$ cat src/rtl/fetch_buffer_if.sv
// Fetch-buffer bus: decode control, instruction-memory request/response, decode output.
// Latency: none; this is a signal bundle.
// Backpressure: imem_req_ready throttles requests; stall holds the decode-side head entry.
//
// Ports/signals:
//   stall, redirect, redirect_pc              pipeline control into the fetch buffer
//   imem_req_valid/addr, imem_req_ready       fetch request channel (valid/ready)
//   imem_rsp_valid/data                       in-order fetch responses
//   out_valid, out_pc, out_instr              head entry presented to decode
// Modports: master = fetch buffer side, slave = pipeline/memory side.
interface fetch_buffer_if #(
  parameter int PC_W  = 9,
  parameter int INS_W = 32
);
  logic             stall;
  logic             redirect;
  logic [PC_W-1:0]  redirect_pc;
  logic             imem_req_valid;
  logic [PC_W-1:0]  imem_req_addr;
  logic             imem_req_ready;
  logic             imem_rsp_valid;
  logic [INS_W-1:0] imem_rsp_data;
  logic             out_valid;
  logic [PC_W-1:0]  out_pc;
  logic [INS_W-1:0] out_instr;

  modport master (
    input  stall, redirect, redirect_pc, imem_req_ready, imem_rsp_valid, imem_rsp_data,
    output imem_req_valid, imem_req_addr, out_valid, out_pc, out_instr
  );

  modport slave (
    output stall, redirect, redirect_pc, imem_req_ready, imem_rsp_valid, imem_rsp_data,
    input  imem_req_valid, imem_req_addr, out_valid, out_pc, out_instr
  );
endinterface

$ cat src/rtl/fetch_buffer.sv
// Instruction-fetch buffer: issues sequential fetch PCs, holds up to DEPTH PC/instruction pairs, presents the oldest to decode.
// Latency: request accepted in cycle N, response in N+1 earliest, out_valid in N+2.
// Backpressure: requests stop when allocated slots plus responses still to be dropped reach DEPTH; stall holds the head.
//
// Ports:
//   clk, reset (asynchronous, active low)
//   bus : fetch_buffer_if.master (control, imem request/response, decode output)
// Optional build macro FETCH_BUF_PERF_EN adds perf_fetched / perf_dropped (32-bit wrapping counters).
module fetch_buffer #(
  parameter int PC_W  = 9,
  parameter int INS_W = 32,
  parameter int DEPTH = 4
) (
  input  logic           clk,
  input  logic           reset,
  fetch_buffer_if.master bus
`ifdef FETCH_BUF_PERF_EN
  ,
  output logic [31:0]    perf_fetched,
  output logic [31:0]    perf_dropped
`endif
);

  localparam int AW = $clog2(DEPTH);
  // Pointers carry one extra bit so full and empty are distinguishable.
  localparam int CW = AW + 1;
  localparam logic [CW:0] CREDITS = (CW+1)'(DEPTH);

  // run holds requests off until the first edge after reset release.
  logic             run;
  logic [PC_W-1:0]  fetch_pc;
  logic [CW-1:0]    head;
  logic [CW-1:0]    tail;
  logic [CW-1:0]    fill;
  logic [CW-1:0]    drop_cnt;
  logic [PC_W-1:0]  slot_pc    [DEPTH];
  logic [INS_W-1:0] slot_instr [DEPTH];
  logic [DEPTH-1:0] slot_filled;

  logic [AW-1:0]    head_idx;
  logic [AW-1:0]    tail_idx;
  logic [AW-1:0]    fill_idx;
  logic [CW-1:0]    count;
  logic [CW-1:0]    pending;
  logic [CW-1:0]    outstanding;
  logic [CW-1:0]    drop_next;
  logic [CW:0]      credit_used;
  logic             accept;
  logic             rsp_drop;
  logic             rsp_fill;
  logic             consume;

  assign head_idx = head[AW-1:0];
  assign tail_idx = tail[AW-1:0];
  assign fill_idx = fill[AW-1:0];

  // count: allocated slots; pending: allocated but not yet filled.
  assign count       = tail - head;
  assign pending     = tail - fill;
  assign outstanding = pending + drop_cnt;
  assign credit_used = {1'b0, count} + {1'b0, drop_cnt};

  assign bus.imem_req_valid = run & ~bus.redirect & (credit_used < CREDITS);
  assign bus.imem_req_addr  = fetch_pc;
  assign accept             = bus.imem_req_valid & bus.imem_req_ready;

  // Stale responses are retired first; a response with nothing outstanding is ignored.
  assign rsp_drop = bus.imem_rsp_valid & (drop_cnt != '0);
  assign rsp_fill = bus.imem_rsp_valid & (drop_cnt == '0) & (pending != '0);

  // On redirect every outstanding request becomes stale, except that one arriving
  // in the redirect cycle itself is discarded right away.
  assign drop_next = (bus.imem_rsp_valid && (outstanding != '0)) ? outstanding - CW'(1)
                                                                 : outstanding;

  assign bus.out_valid = slot_filled[head_idx];
  assign bus.out_pc    = slot_pc[head_idx];
  assign bus.out_instr = slot_filled[head_idx] ? slot_instr[head_idx] : '0;

  assign consume = bus.out_valid & ~bus.stall & ~bus.redirect;

  always_ff @(posedge clk or negedge reset) begin
    if (!reset) begin
      run         <= 1'b0;
      fetch_pc    <= '0;
      head        <= '0;
      tail        <= '0;
      fill        <= '0;
      drop_cnt    <= '0;
      slot_filled <= '0;
      for (int i = 0; i < DEPTH; i++) begin
        slot_pc[i]    <= '0;
        slot_instr[i] <= '0;
      end
    end else begin
      run <= 1'b1;
      if (bus.redirect) begin
        fetch_pc    <= bus.redirect_pc;
        head        <= '0;
        tail        <= '0;
        fill        <= '0;
        drop_cnt    <= drop_next;
        slot_filled <= '0;
        for (int i = 0; i < DEPTH; i++) begin
          slot_pc[i] <= '0;
        end
      end else begin
        // Accept, fill and consume never touch the same slot: accept needs a free
        // slot, fill targets an unfilled one, consume targets the filled head.
        if (accept) begin
          slot_pc[tail_idx]     <= fetch_pc;
          slot_filled[tail_idx] <= 1'b0;
          tail                  <= tail + CW'(1);
          fetch_pc              <= fetch_pc + PC_W'(4);
        end
        if (rsp_drop) begin
          drop_cnt <= drop_cnt - CW'(1);
        end else if (rsp_fill) begin
          slot_instr[fill_idx]  <= bus.imem_rsp_data;
          slot_filled[fill_idx] <= 1'b1;
          fill                  <= fill + CW'(1);
        end
        if (consume) begin
          slot_filled[head_idx] <= 1'b0;
          head                  <= head + CW'(1);
        end
      end
    end
  end

`ifdef FETCH_BUF_PERF_EN
  logic          rsp_discard;
  logic [CW-1:0] filled_cnt;

  // Filled entries always sit contiguously from head up to fill.
  assign filled_cnt  = fill - head;
  assign rsp_discard = bus.imem_rsp_valid & ((drop_cnt != '0) | (bus.redirect & (outstanding != '0)));

  always_ff @(posedge clk or negedge reset) begin
    if (!reset) begin
      perf_fetched <= '0;
      perf_dropped <= '0;
    end else begin
      if (consume) begin
        perf_fetched <= perf_fetched + 32'd1;
      end
      perf_dropped <= perf_dropped + 32'(rsp_discard)
                    + (bus.redirect ? 32'(filled_cnt) : 32'd0);
    end
  end
`endif

endmodule

$ cat src/flat_wrapper.sv
// flat-port wrapper written by rule: the top's interface ports become plain ports
module fetch_buffer_flat 
#(
  parameter int PC_W  = 9,
  parameter int INS_W = 32,
  parameter int DEPTH = 4
)
  (clk, reset, bus_stall, bus_redirect, bus_redirect_pc, bus_imem_req_ready, bus_imem_rsp_valid, bus_imem_rsp_data, bus_imem_req_valid, bus_imem_req_addr, bus_out_valid, bus_out_pc, bus_out_instr);
  fetch_buffer_if #(.PC_W(PC_W), .INS_W(INS_W)) bus_i ();
  input  logic clk;
  input  logic reset;
  input wire logic [$bits(bus_i.stall)-1:0] bus_stall;
  input wire logic [$bits(bus_i.redirect)-1:0] bus_redirect;
  input wire logic [$bits(bus_i.redirect_pc)-1:0] bus_redirect_pc;
  input wire logic [$bits(bus_i.imem_req_ready)-1:0] bus_imem_req_ready;
  input wire logic [$bits(bus_i.imem_rsp_valid)-1:0] bus_imem_rsp_valid;
  input wire logic [$bits(bus_i.imem_rsp_data)-1:0] bus_imem_rsp_data;
  output wire logic [$bits(bus_i.imem_req_valid)-1:0] bus_imem_req_valid;
  output wire logic [$bits(bus_i.imem_req_addr)-1:0] bus_imem_req_addr;
  output wire logic [$bits(bus_i.out_valid)-1:0] bus_out_valid;
  output wire logic [$bits(bus_i.out_pc)-1:0] bus_out_pc;
  output wire logic [$bits(bus_i.out_instr)-1:0] bus_out_instr;
  assign bus_i.stall = bus_stall;
  assign bus_i.redirect = bus_redirect;
  assign bus_i.redirect_pc = bus_redirect_pc;
  assign bus_i.imem_req_ready = bus_imem_req_ready;
  assign bus_i.imem_rsp_valid = bus_imem_rsp_valid;
  assign bus_i.imem_rsp_data = bus_imem_rsp_data;
  assign bus_imem_req_valid = bus_i.imem_req_valid;
  assign bus_imem_req_addr = bus_i.imem_req_addr;
  assign bus_out_valid = bus_i.out_valid;
  assign bus_out_pc = bus_i.out_pc;
  assign bus_out_instr = bus_i.out_instr;
  fetch_buffer #(.PC_W(PC_W), .INS_W(INS_W), .DEPTH(DEPTH)) u_core (.clk(clk), .reset(reset), .bus(bus_i));
endmodule
$ cat config.mk
export PLATFORM = sky130hd
export DESIGN_NAME = fetch_buffer_flat
export DESIGN_NICKNAME = d
export VERILOG_FILES = /design/src/rtl/fetch_buffer_if.sv /design/src/rtl/fetch_buffer.sv /design/src/flat_wrapper.sv
export SDC_FILE = /design/constraint.sdc
export NUM_CORES = 1
export LEC_CHECK = 0
export ABC_AREA = 1
export CAP_MARGIN = 40
export CORE_UTILIZATION = 36
export DETAILED_ROUTE_END_ITERATION = 7
export GPL_TIMING_DRIVEN = 0
export PLACE_DENSITY = 0.56
export SYNTH_ARGS = -nofsm -noshare
export SYNTH_HDL_FRONTEND = slang
export SYNTH_SLANG_ARGS = --single-unit
$ cat constraint.sdc
create_clock -name clk -period 4.4 [get_ports clk]
set_input_delay 0.66 -clock clk [delete_from_list [all_inputs] [get_ports clk]]
set_output_delay 0.66 -clock clk [all_outputs]
set_load 0.02 [all_outputs]
# Yosys cells after proc, flatten, opt, wreduce, memory -nomap -nowiden
# Index checks and enable logic that the tools add are counted.
dict set report totals {
  reg_bits 190
  input_bits 47
  elab_cells 115
}
dict set report op_classes {
  n_mux 42
  order_cmp 12
  addsub 10
  n_reduce_logical 16
  n_eq_ne 1
  bitwise_logic 19
}
# op n
set op_table {}
lappend op_table {{$bwmux W128} 1}
lappend op_table {{$mux W32} 4}
lappend op_table {{$mux W36} 2}
lappend op_table {{$bmux W32 S2} 1}
lappend op_table {{$demux W32 S2} 1}
lappend op_table {{$mux W9} 5}
lappend op_table {{$bwmux W36} 1}
lappend op_table {{$mux W3} 10}
lappend op_table {{$mux W4} 7}
lappend op_table {{$bmux W9 S2} 1}
lappend op_table {{$demux W9 S2} 1}
lappend op_table {{$add A3 B1 Y3 const B} 3}
lappend op_table {{$add A9 B3 Y9 const B} 1}
lappend op_table {{$ge A3 B3 Y1 const B} 3}
lappend op_table {{$lt A2 B3 Y1 const B} 3}
lappend op_table {{$not A2 Y3} 3}
lappend op_table {{$reduce_bool A3 Y1} 3}
lappend op_table {{$and A1 B1 Y1} 8}
lappend op_table {{$and A4 B4 Y4} 2}
lappend op_table {{$not A4 Y4} 2}
lappend op_table {{$reduce_bool A2 Y1} 4}
lappend op_table {{$demux W1 S2} 3}
lappend op_table {{$ge A2 B1 Y1 const B} 3}
lappend op_table {{$logic_and A1 B1 Y1} 6}
lappend op_table {{other kinds (14)} 22}

# Logic depth before layout (Yosys ltp)
dict set report depth {
  word_depth 15
  ltp_mapped 18
  mapped_depth_nobuf 18
}

# Least setup slack after synthesis
# Ideal clock, no wire load.
dict set report synth_timing {
  kind {reg-to-output}
  startpoint {reg u_core.head[1]}
  endpoint {out bus_imem_req_valid}
  stages_incl_launch_ff 10
  setup_slack_ps 1161
  t_arrival_ps 2579
  path_cell_list {dfrtp_1 > inv_1 > clkbuf_1 > fa_1 > xnor2_1 > xor2_1 > ha_1 > inv_1 > nand2_1 > nor4_1}
}
dict set report synth_via {
  elab_chain_cells 4
}
# element line_no
set synth_lines {}
lappend synth_lines {{start, declared} fetch_buffer.sv:32} ;# logic [CW-1:0] head;
lappend synth_lines {{start signal, assigned} fetch_buffer.sv:125} ;# head <= head + CW'(1);
lappend synth_lines {{$sub A3 B3 Y3} fetch_buffer.sv:58} ;# assign count = tail - head;
lappend synth_lines {{$add A3 B3 Y4} fetch_buffer.sv:61} ;# assign credit_used = {1'b0, count} + {1'b0, drop_cnt};
lappend synth_lines {{$lt A4 B3 Y1} fetch_buffer.sv:63} ;# assign bus.imem_req_valid = run & ~bus.redirect & (credit_used < CREDITS);
lappend synth_lines {{$and A1 B1 Y1} fetch_buffer.sv:63}
lappend synth_lines {{end, declared} flat_wrapper.sv:18} ;# output wire logic [$bits(bus_i.imem_req_valid)-1:0] bus_imem_req_valid;
# Every way passes these cells.

# Worst setup path in the final report
# Ends and elaborated chain as after synthesis.

==> out/results.txt <==
status - complete, no violations
global-route wire length before repair - 45400 um
final wirelength - 28300 um
Final Power - 4.79 mW
reg2reg path depth - 12
share of layout cells above drive strength 1 - 0.0722
vias - 8320
final slew viol count - 0
total CTS buffers - 17
Cell Rows - 59
Post-Layout Cell Count - 1679
multiplexer area fraction after synthesis - 0
Final Core Density - 0.443
fin crit period - 4.15 ns
CTS tree - yes
via count of the first global-routing pass - 8106
Place WS - 0.216 ns
setup TNS - 0 ns
Final Hold Vio Count - 0
Synth async-reset ratio - 1.00
register area share after synthesis - 0.501
Ports - 99
Unique masters post-synth - 34
Port-buffer cells - 97
main combinational cell family by area after synthesis - simple AND/OR/NAND/NOR gates
Setup crit start kind - flip-flop
Post-synth EDFFs - 0
DR WL/cell - 16.9 um
unrepaired setup endpoints after global routing - no
total congestion overflow - 0
clk sink count - 190
f_max - 241 MHz
syn nets - 1282
initial antenna violation count - 0
crit path DAT - 3.49 ns
DRT Pass-1 Iters - 5
Post-Synth Adder-Cell Area - 0.0353
Remaining DRCs - 0
1st-iter DRT viols - 607
Setup-failing EPs final - 0
Worst Path Max Fanout - 11
worst-margin pin slew - 0.869 ns
Synth Area in Simple Gates - 0.277
share of the synthesized area in the top cell type - 0.501
Setup crit end kind - primary output
Placed Cells - 1643
Via density - 4.96
Setup CP Type - reg -> out
Peak supply drop - 0.264 mV
post-synthesis xor/xnor area fraction - 0.00461
Compound-Gate Fraction of Synth Area - 0.109
worst path cell trace - clkinvlp_4 > fa_1 > xnor2_1 > xor2_1 > ha_1 > inv_1 > nand2_1 > nor4_1 > clkdlybuf4s50_1
clock transition at the registers of the reported paths - 0.08 ns
pwr dens - 416 nW/um^2
setup ws final - 0.249 ns
Post-Synthesis Cells - 1210
largest area contributor in the netlist - dfrtp_1
Seq cells post-synth - 190
cell area after synthesis - 9500 um^2
Antenna diodes - 0
hold buffer count at cts - 0
Die Wd - 164 um
post-route cell area - 11500 um^2
post-DP HPWL - 18800 um
Syn Area/Cell - 7.85 um^2
GPL Wtd Cong - 0.817
R2R Setup Slk - 1.07 ns
die footprint - 27000 um^2
Slowest Stage Delay on Critical Path - 0.66 ns
fin nets - 1403
Slowest-stage cell, CP - clkdlybuf4s50_1
CP bufs+invs - 3
Leakage - 5.97 nW
Synth Flop Type - dfrtp_1
CTS root buffer - clkbuf_16
Synth area leaders - dfrtp_1, nand2_1, o21ai_0, nor2_1, nand3_1
post-route ant nets - 0
clk_skew - 0.0130 ns
YS warnings - 0
cell family with most CP delay - buffers and inverters
worst hold slack - 0.290 ns
period utilization - 0.943
Hold/Removal Path Class - in -> async
clock buffer depth - 2
CTS H-Tree Depth - 4
latest clock arrival within the worst-skew pair - 0.44 ns
r2r endpoint - u_core.slot_pc[26]
Req. time, crit path - 3.74 ns
Tot GR Track Use - 0.222
relative slew slack - 0.421
die height - 164 um
placed cell areas - 10900 um^2
Area Growth Syn to Fin - 21.2%
max cap viols - 0
largest net degree at the start of global routing - 110
initial core utilization - 0.365
FF-to-FF Start - u_core.head[1]
Core ar. - 26000 um^2
## metal layers
| metal | vias to the layer above | GRT usage | wire, um |
|---|---|---|---|
| li1 | 4114 | - | - |
| met1 | 3986 | 0.307 | 13400 |
| met2 | 198 | 0.362 | 13300 |
| met3 | 22 | 0.0364 | 1320 |
| met4 | 0 | 0.0534 | 325 |
| met5 | - | 0 | 0 |
## sequential cells by signal, indices dropped and copies added, names as in the netlist
register                  cells
u_core.bus.imem_req_addr      9
u_core.drop_cnt               3
u_core.fill                   3
u_core.head                   3
u_core.run                    1
u_core.slot_filled            4
u_core.slot_instr           128
u_core.slot_pc               36
u_core.tail                   3
## cell families after synthesis
group,after synthesis
buffers and inverters,147
other,1
XOR/XNOR,5
AND/OR/NAND/NOR,648
AO/OA/AOI/OAI,194
flip-flops,190
adder cells (fa/ha/maj),25
## timing repair
| action | 4_1_cts | 5_1_grt |
|---|---|---|
| setup buffers | 0 | 5 |
| endpoints found under the setup margin | 1 | 1 |
| resized for setup | 1 | 1 |
## how the worst max path moves through the flow
stage                             endpoint           start  slack (ns)  cells past startpoint
detailed placement      bus_imem_req_valid  u_core.head[1]        0.22                     10
finish                  bus_imem_req_valid  u_core.head[1]        0.25                      9
CTS                     bus_imem_req_valid  u_core.head[1]        0.07                      9
floorplan               bus_imem_req_valid  u_core.head[1]        1.16                      9
global route            bus_imem_req_valid  u_core.head[1]        0.04                      9
global placement    u_core.slot_instr[122]           reset       -5.86                      1
## cells in the final DEF, fill, tap and decap left out, types with 3 or more instances in the layout
master           count
nand2_1            470
dfrtp_1            189
o21ai_0            137
clkdlybuf4s50_1     96
nor2_1              95
inv_1               72
nand3_1             60
o22ai_1             41
buf_2               24
clkbuf_1            24
ha_1                22
clkbuf_16           17
buf_6               15
a21oi_1              9
buf_4                6
buf_1                5
nor2_4               5
clkinvlp_4           4
nand4_2              4
nand4_1              4
inv_6                4
inv_2                3
xor2_1               3
o21ai_1              3
o211ai_1             3
nor3_1               3
fa_1                 3
inv_8                3
clkinv_4             3
## power by group
group / switching (mW) / total [mW] / leakage (nW) / internal [mW]
Combinational: 0.701 / 1.17 / 3.12 / 0.473
Sequential: 0.144 / 2.11 / 2.59 / 1.97
Clock: 0.755 / 1.50 / 0.266 / 0.743
## area by class of cell
| cell class | count | area (um^2) |
|---|---|---|
| Buffer | 69 | 405 |
| Clock buffer | 17 | 425 |
| Clock inverter | 15 | 128 |
| Fill cell | 2671 | 14500 |
| Inverter | 77 | 293 |
| Multi-Input combinational cell | 873 | 4040 |
| Sequential cell | 190 | 4760 |
| Tap cell | 335 | 419 |
| Timing Repair Buffer | 103 | 1040 |
## synthesized netlist by cell type, types with 4 or more instances
cell,instances
o22ai_1,41
nor2_1,95
a21oi_1,9
buf_2,24
nand4_2,4
dfrtp_1,190
inv_1,73
nand3_1,60
o21ai_0,137
nand2_1,470
buf_6,15
buf_1,5
clkbuf_1,25
nor2_4,5
nand4_1,4
ha_1,22
(Power assumes the default switching activity.)
